$ cat src/rtl/eeprom_ctrl_if.sv
// Host-side request/response bundle for eeprom_ctrl.
// The host drives through master; the controller connects through slave.
interface eeprom_ctrl_if #(
    parameter int DATA_W = 8,
    parameter int ADDR_W = 4
);
    logic              req_valid;
    logic              req_ready;
    logic [1:0]        req_op;
    logic [ADDR_W-1:0] req_addr;
    logic [DATA_W-1:0] req_wdata;
    logic              rd_valid;
    logic [DATA_W-1:0] rd_data;
    logic              busy;
    logic              done;
    logic              err;

    modport master (
        output req_valid, req_op, req_addr, req_wdata,
        input  req_ready, rd_valid, rd_data, busy, done, err
    );

    modport slave (
        input  req_valid, req_op, req_addr, req_wdata,
        output req_ready, rd_valid, rd_data, busy, done, err
    );
endinterface

$ cat src/rtl/eeprom_ctrl.sv
// Clocked EEPROM controller: registered reads and timed word program/erase and chip erase.
// Optional write protection is enabled by defining EEPROM_WP_EN.
module eeprom_ctrl #(
    parameter int DATA_W       = 8,
    parameter int ADDR_W       = 4,
    parameter int WRITE_CYCLES = 8,
    parameter int ERASE_CYCLES = 16
`ifdef EEPROM_WP_EN
    ,
    parameter int WP_BASE      = (1 << ADDR_W) / 2
`endif
) (
    input  logic         clk,
    input  logic         rst_n,
`ifdef EEPROM_WP_EN
    input  logic         wp,
`endif
    eeprom_ctrl_if.slave bus
);

    localparam int DEPTH   = 1 << ADDR_W;
    localparam int MAX_CYC = (WRITE_CYCLES > ERASE_CYCLES) ? WRITE_CYCLES : ERASE_CYCLES;
    localparam int CNT_W   = $clog2(MAX_CYC + 1);

    typedef logic [CNT_W-1:0] cnt_t;
    localparam cnt_t WRITE_LOAD = cnt_t'(WRITE_CYCLES - 1);
    localparam cnt_t ERASE_LOAD = cnt_t'(ERASE_CYCLES - 1);

    typedef enum logic [2:0] {IDLE, READ, PROG, ERASE, CHIP_ERASE} state_e;
    typedef enum logic [1:0] {OP_READ, OP_WRITE, OP_ERASE, OP_CHIP} op_e;

    // The store holds each word XORed with its power-up image, so a cleared
    // store presents the required power-up contents without any reset.
    function automatic logic [DATA_W-1:0] power_up_word(input int idx);
        return DATA_W'(16 + idx);
    endfunction

    state_e            state_q, state_d;
    cnt_t              cnt_q, cnt_d;
    logic              ready_q;
    logic [ADDR_W-1:0] addr_q;
    logic [DATA_W-1:0] wdata_q;
    logic [DATA_W-1:0] rd_data_q;
    logic [DATA_W-1:0] mem_q [DEPTH];
    logic              load_req;
    logic              start_read;
    logic              commit;
`ifdef EEPROM_WP_EN
    logic              reject;
    logic              err_q;
`endif

    // NOTE: every combinational output gets a default before the case so no path leaves it unassigned, which would infer a latch.
    always_comb begin
        state_d    = state_q;
        cnt_d      = cnt_q;
        load_req   = 1'b0;
        start_read = 1'b0;
        commit     = 1'b0;
`ifdef EEPROM_WP_EN
        reject     = 1'b0;
`endif
        case (state_q)
            IDLE: begin
                if (bus.req_valid && ready_q) begin
                    load_req = 1'b1;
`ifdef EEPROM_WP_EN
                    // Protected requests are consumed but never leave IDLE.
                    if (wp && ((bus.req_op == OP_CHIP) ||
                               (bus.req_op != OP_READ && int'(bus.req_addr) >= WP_BASE)))
                        reject = 1'b1;
                    else
`endif
                    case (op_e'(bus.req_op))
                        OP_READ: begin
                            state_d    = READ;
                            start_read = 1'b1;
                        end
                        OP_WRITE: begin
                            state_d = PROG;
                            cnt_d   = WRITE_LOAD;
                        end
                        OP_ERASE: begin
                            state_d = ERASE;
                            cnt_d   = ERASE_LOAD;
                        end
                        OP_CHIP: begin
                            state_d = CHIP_ERASE;
                            cnt_d   = ERASE_LOAD;
                        end
                        default: state_d = IDLE;
                    endcase
                end
            end
            READ: state_d = IDLE;
            PROG, ERASE, CHIP_ERASE: begin
                // Commit is atomic on the final busy edge, so an abort leaves the array untouched.
                if (cnt_q == '0) begin
                    commit  = 1'b1;
                    state_d = IDLE;
                end else begin
                    cnt_d = cnt_q - cnt_t'(1);
                end
            end
            default: state_d = IDLE;
        endcase
    end

    // NOTE: sequential state uses non-blocking assignments so every register samples pre-edge values.
    always_ff @(posedge clk or negedge rst_n) begin
        if (!rst_n) begin
            state_q   <= IDLE;
            cnt_q     <= '0;
            ready_q   <= 1'b0;
            addr_q    <= '0;
            wdata_q   <= '0;
            rd_data_q <= '0;
        end else begin
            state_q <= state_d;
            cnt_q   <= cnt_d;
            ready_q <= (state_d == IDLE);
            if (load_req) begin
                addr_q  <= bus.req_addr;
                wdata_q <= bus.req_wdata;
            end
            if (start_read)
                rd_data_q <= mem_q[bus.req_addr] ^ power_up_word(int'(bus.req_addr));
        end
    end

`ifdef EEPROM_WP_EN
    always_ff @(posedge clk or negedge rst_n) begin
        if (!rst_n) err_q <= 1'b0;
        else        err_q <= reject;
    end
    assign bus.err = err_q;
`else
    assign bus.err = 1'b0;
`endif

    // NOTE: the store has no reset branch; its contents must survive rst_n.
    always_ff @(posedge clk) begin
        if (commit) begin
            case (state_q)
                PROG:  mem_q[addr_q] <= wdata_q ^ power_up_word(int'(addr_q));
                ERASE: mem_q[addr_q] <= power_up_word(int'(addr_q));
                CHIP_ERASE: begin
                    for (int i = 0; i < DEPTH; i++)
                        mem_q[i] <= power_up_word(i);
                end
                default: ;
            endcase
        end
    end

    assign bus.req_ready = ready_q;
    assign bus.rd_valid  = (state_q == READ);
    assign bus.rd_data   = rd_data_q;
    assign bus.busy      = (state_q == PROG) || (state_q == ERASE) || (state_q == CHIP_ERASE);
    assign bus.done      = commit;

endmodule

$ cat src/flat_wrapper.sv
// flat-port wrapper written by rule: the top's interface ports become plain ports
module eeprom_ctrl_flat 
#(
    parameter int DATA_W       = 8,
    parameter int ADDR_W       = 4,
    parameter int WRITE_CYCLES = 8,
    parameter int ERASE_CYCLES = 16

)
  (clk, rst_n, bus_req_valid, bus_req_op, bus_req_addr, bus_req_wdata, bus_req_ready, bus_rd_valid, bus_rd_data, bus_busy, bus_done, bus_err);
  eeprom_ctrl_if #(.DATA_W(DATA_W), .ADDR_W(ADDR_W)) bus_i ();
  input  logic clk;
  input  logic rst_n;
  input wire logic [$bits(bus_i.req_valid)-1:0] bus_req_valid;
  input wire logic [$bits(bus_i.req_op)-1:0] bus_req_op;
  input wire logic [$bits(bus_i.req_addr)-1:0] bus_req_addr;
  input wire logic [$bits(bus_i.req_wdata)-1:0] bus_req_wdata;
  output wire logic [$bits(bus_i.req_ready)-1:0] bus_req_ready;
  output wire logic [$bits(bus_i.rd_valid)-1:0] bus_rd_valid;
  output wire logic [$bits(bus_i.rd_data)-1:0] bus_rd_data;
  output wire logic [$bits(bus_i.busy)-1:0] bus_busy;
  output wire logic [$bits(bus_i.done)-1:0] bus_done;
  output wire logic [$bits(bus_i.err)-1:0] bus_err;
  assign bus_i.req_valid = bus_req_valid;
  assign bus_i.req_op = bus_req_op;
  assign bus_i.req_addr = bus_req_addr;
  assign bus_i.req_wdata = bus_req_wdata;
  assign bus_req_ready = bus_i.req_ready;
  assign bus_rd_valid = bus_i.rd_valid;
  assign bus_rd_data = bus_i.rd_data;
  assign bus_busy = bus_i.busy;
  assign bus_done = bus_i.done;
  assign bus_err = bus_i.err;
  eeprom_ctrl #(.DATA_W(DATA_W), .ADDR_W(ADDR_W), .WRITE_CYCLES(WRITE_CYCLES), .ERASE_CYCLES(ERASE_CYCLES)) u_core (.clk(clk), .rst_n(rst_n), .bus(bus_i));
endmodule
$ cat config.mk
export PLATFORM = sky130hd
export DESIGN_NAME = eeprom_ctrl_flat
export DESIGN_NICKNAME = d
export VERILOG_FILES = /design/src/rtl/eeprom_ctrl_if.sv /design/src/rtl/eeprom_ctrl.sv /design/src/flat_wrapper.sv
export SDC_FILE = /design/constraint.sdc
export NUM_CORES = 1
export LEC_CHECK = 0
export BUFFER_PORTS_ARGS = -buffer_cell sky130_fd_sc_hd__buf_2
export CORE_ASPECT_RATIO = 0.5
export CORE_MARGIN = 2
export CORE_UTILIZATION = 50
export DETAILED_ROUTE_END_ITERATION = 12
export PLACE_DENSITY = 0.67
export SETUP_SLACK_MARGIN = 0.2
export SLEW_MARGIN = 10
export SYNTH_ARGS = -nofsm -noshare
export SYNTH_HDL_FRONTEND = slang
export SYNTH_SLANG_ARGS = --single-unit
$ cat constraint.sdc
create_clock -name clk -period 3.6 [get_ports clk]
set_input_delay 0 -clock clk [delete_from_list [all_inputs] [get_ports clk]]
set_output_delay 0 -clock clk [all_outputs]
set_load 0.05 [all_outputs]
* Yosys cells after proc, flatten, opt, wreduce, memory -nomap -nowiden
Memory sizes are Yosys's and may differ from the RTL's. Cells that the tools add are included. Widths: inputs -> output; s select.
Storage, ports and cells: memories 1, RAM bits 128, flip-flop bits (word level) 29, output and inout bits 13, logic and storage cells 63, input bits 17
Operators by class: muxes and demuxes 28, reduce and logical (&&, ||, !) cells 12, equal/unequal tests 10, add/sub/neg operators 3, bitwise gates (word level) 3
Memory list:
- u_core.mem_q | words 16, bits a word 8, read ports 1, clocked after memory_dff 0, wr ports 16, RTL line eeprom_ctrl.sv:44 | logic [DATA_W-1:0] mem_q [DEPTH];
Operator list (count):
- $pmux 5 s2 | 2
- $mux 1 | 17
- $mux 8 | 2
- $xor 8x8->8 | 2
- $add 5x4->6 const A | 2
- $pmux 3 s4 | 1
- $mux 5 | 2
- $reduce_or 8->1 | 1
- $eq 3x2->1 const B | 2
- $logic_not 3->1 | 2
- $mux 3 | 2
- $pmux 3 s2 | 1
- $logic_not 5->1 | 1
- $sub 5x1->5 const B | 1
- $eq 2x2->1 const B | 2
- $mux 4 | 1
- $reduce_and 4->1 | 1
- $eq 3x1->1 const B | 1
- $eq 3x3->1 const B | 1
- $ne 3x3->1 const B | 1
- $reduce_or 3->1 | 1
- $eq 2x1->1 const B | 1
- $logic_not 2->1 | 1
- $logic_or 1x1->1 | 2
- other kinds (6) | 6

* Logic depth before layout (Yosys ltp)
depth after elaboration 7, gate-level depth with buffers 10, gate-level depth less buffers 7

* Least setup slack after synthesis
OpenSTA, ideal clock, no wires.
kind register -> register, start register u_core.cnt_q[0], end memory u_core.mem_q[15][0], path buffers 2, slack 1.451 ns, period minus slack after synthesis 2.149 ns, data required time 3.459 ns, arrival time 2.007 ns, cell stages (with the launch flop) 10, setup time 0.141 ns, cells stage by stage dfrtp_1 > inv_1 > ha_1 > or4b_1 > clkbuf_1 > nor3_2 > nand3_1 > buf_2 > nand2_1 > o211ai_1
RTL lines:
- from (decl) | RTL line eeprom_ctrl.sv:39 | cnt_t cnt_q, cnt_d;
- from (signal assigned) | RTL line eeprom_ctrl.sv:120 | cnt_q <= cnt_d;
- to (decl) | RTL line eeprom_ctrl.sv:44

==> flow_metrics.py <==
metrics = {
    "run_status": {
        "status": "completed",
    },
    "synth": {
        "synth_top_area_frac": 0.371,
        "yosysSeqAreaShare": 0.476,
        "dominantRegCellSynth": "dfxtp_1",
        "async_reset_ff_frac": 0.185,
        "synth_area_mm2": 0.00691,
        "synth_area_leaders": "dfxtp_1, nand2_1, dfrtp_1",
        "yosys.area.top_type": "dfxtp_1",
        "synth_fp_nets": 780,
        "yosys_warnings": 0,
        "ys_ff_latch": 157,
        "synth-edff-count": 0,
        "ys_types": 41,
        "syn_inst": 757,
        "syn_avg_cell_area_um2": 9.13,
    },
    "worst_setup_path": {
        "worstSetupStartpointType": "register",
        "crit_type": "register to register",
        "cp-end-kind": "register",
        "max_stage_delay_ns": 0.59,
        "cp.arrival_ns": 2.89,
        "slowest_stage": "or4b_1",
        "cp_max_fo": 13,
        "cp.required_ns": 3.89,
        "cp_cell_sequence": "inv_1 -> ha_1 -> or4b_1 -> nor3_2 -> nand3_1 -> mux2i_1 -> nor2_1",
    },
    "power": {
        "vdd_drop_max_mv": 0.380,
        "p_sw_w": 0.00184,
        "power_frac_seq": 0.408,
        "p_total_w": 0.00553,
        "p_sw_frac": 0.332,
        "internal_power_w": 0.00369,
        "p_leak_nw": 3.19,
        "comb_power_share": 0.229,
        "power.density_mw_per_mm2": 704,
        "pwr-share-clk": 0.363,
    },
    "sta": {
        "worstMarginPinSlew_ns": 0.851,
        "hold_viol_final": 0,
        "setup_tns_ns": 0,
        "relSlewSlack": 0.431,
        "rsz0062_at_grt": "no",
        "fmax_ghz": 0.384,
        "holdWs_ns": 0.0720,
        "finClkSkew_ns": 0.00704,
        "setup_slack_ns": 0.994,
        "fin_crit_ns": 2.61,
        "maxSlewViolCount": 0,
        "finalSetupViolations": 0,
        "fin_crit_sh": 0.724,
    },
    "placement": {
        "port_buffers": 28,
        "place_inst": 911,
        "dp_slack_ns": 1.06,
        "place.gp.congestion": 0.826,
        "hpwl_mm": 12.0,
    },
    "cts": {
        "cts.sinks": 157,
        "clk_pin_slew_worst_paths_ns": 0.06,
        "cts.htree.levels": 4,
        "clk_path_buf_depth": 2,
        "clkLatencyLatePin_ns": 0.43,
        "numCtsBuffers": 17,
        "ctsResizeCount": 0,
        "cts_tree": "built",
        "cts_root_buf": "clkbuf_16",
    },
    "grt": {
        "grt.total_usage": 0.267,
        "grt_pass1_wl_mm": 29.4,
        "antenna_found_initial": 0,
        "first_global_vias": 5257,
        "grt_max_degree": 65,
        "grt.overflow.total": 0,
    },
    "final_layout": {
        "fill_cells": 1165,
        "stdcell_count": 952,
        "final_cell_mix": "nand2_1, dfxtp_1, a21oi_1",
        "antenna_cells": 0,
        "layout-drive-gt1-share": 0.143,
        "area_growth_pct": 13.6,
        "final_common_cell": "nand2_1",
        "final_nets": 786,
    },
    "floorplan": {
        "ios": 30,
        "coreArea_mm2": 0.0135,
        "fp.dieW_um": 170,
        "dieArea_mm2": 0.0148,
        "die_h_um": 87.1,
        "start_util": 0.511,
        "row_count": 30,
    },
    "routing": {
        "via_per_inst": 5.92,
        "dr.pass1.iters": 5,
        "ant_nets": 0,
        "drc": 0,
        "totalWireLength_mm": 18.6,
        "dr_total_vias": 5633,
        "avgRoutedWirePerCell_um": 19.6,
        "drtIter0Drc": 471,
    },
    "hold_path": {
        "hp-class": "input pin to register",
    },
    "flow_run": {
        "drv_cap": 0,
    },
}
==> logic make-up (layout without fill, tap and decap cells) <==
group / count (synthesis) / after routing / share of synthesized area
buffers and inverters: 66 / 85 / 0.0391
AO/OA/AOI/OAI: 167 / 167 / 0.145
AND/OR/NAND/NOR: 299 / 299 / 0.187
multiplexers: 59 / 59 / 0.137
other: 1 / 1 / 0.000543
adder cells (fa/ha/maj): 6 / 6 / 0.0109
flip-flops: 157 / 157 / 0.476
XOR/XNOR: 2 / 2 / 0.00471
==> cell usage after synthesis (4+ instances only) <==
cell      instances
and2_1            9
and3_1            4
a211o_1           4
nor3_1            6
nand3_1          11
o21ai_1          18
o21ai_0           8
dfrtp_1          29
mux2i_1          28
nor2_1           43
nand2b_1          4
mux4_2           28
clkbuf_1         39
ha_1              6
dfxtp_1         128
nor2b_1           8
o22ai_1           5
a211oi_1          7
inv_1             7
nand2_1         199
nor3_2            4
o211ai_1         48
a21oi_1          74
buf_2            15
==> per-layer routing <==
layer	part of all wire	wire, um	global-route usage	vias to the layer above
met4	0.013	250	0.0785	0
li1	-	-	-	2654
met2	0.44	8180	0.401	219
met3	0.070	1310	0.0622	24
met1	0.48	8880	0.388	2736
met5	0	0	0	-
==> path summary, 6_finish.rpt <==
kind	start	to	slack, ns	depth (start not counted)
worst min register to register	u_core.mem_q[10][0]	u_core.mem_q[10][0]	0.45	2
worst min-delay path	bus_req_op[1]	u_core.state_q[0]	0.07	4
worst max-delay path	u_core.cnt_q[0]	u_core.mem_q[15][7]	0.99	7
min in group asynchronous	rst_n	u_core.wdata_q[5]	0.17	2
max in group asynchronous	rst_n	u_core.bus.rd_data[3]	2.95	2
worst max register to register	u_core.cnt_q[0]	u_core.mem_q[15][7]	0.99	7
==> power groups by stage <==
stage	Combinational [W]	Clock, W	Sequential [W]
after CTS	0.00126	0.00201	0.00225
final	0.00127	0.00201	0.00226
after global placement	0.00123	0	0.00228
after global routing	0.00138	0.00209	0.00229
after floorplan	0.000896	0	0.00230
after detailed placement	0.00124	0	0.00228
==> final cells by class <==
cell class / instances / area [um^2] / area share
clock inverters: 13 / 210 / 0.0268
multi-input cells: 534 / 3370 / 0.429
flip-flops and latches: 157 / 3290 / 0.419
clock buffers: 19 / 443 / 0.0564
well taps: 176 / 220 / 0.0280
repair buffers: 45 / 290 / 0.0370
inverters: 8 / 30.0 / 0.00382
==> metrics by stage <==
step                utilization  instance area (um^2)
finish                    0.581                  7850
global route              0.581                  7850
CTS                       0.581                  7850
detailed placement        0.526                  7110
global placement          0.526                  7110
floorplan                     -                  6910
==> worst max-delay path, delay by kind of cell (launching register included) <==
family | cells | cell delay (ns)
multiplexers | 1 | 0.29
buffers and inverters | 1 | 0.07
AND/OR/NAND/NOR | 4 | 1.50
adder cells (fa/ha/maj) | 1 | 0.19
flip-flops | 1 | 0.40
==> sequential cells by signal, summed over array words and instances (netlist names) <==
signal and flops:
u_core.bus.req_ready 1, u_core.addr_q 4, u_core.state_q 3, u_core.mem_q 128, u_core.wdata_q 8, u_core.bus.rd_data 8
u_core.cnt_q 5
==> timing repair <==
| action | 4_1_cts | 5_1_grt |
|---|---|---|
| hold endpoints to repair | 37 | 0 |
| setup buffers | 0 | 0 |
| hold buffers | 9 | 0 |
| endpoints found under the setup margin | 0 | 0 |
(Power assumes the default switching activity.)
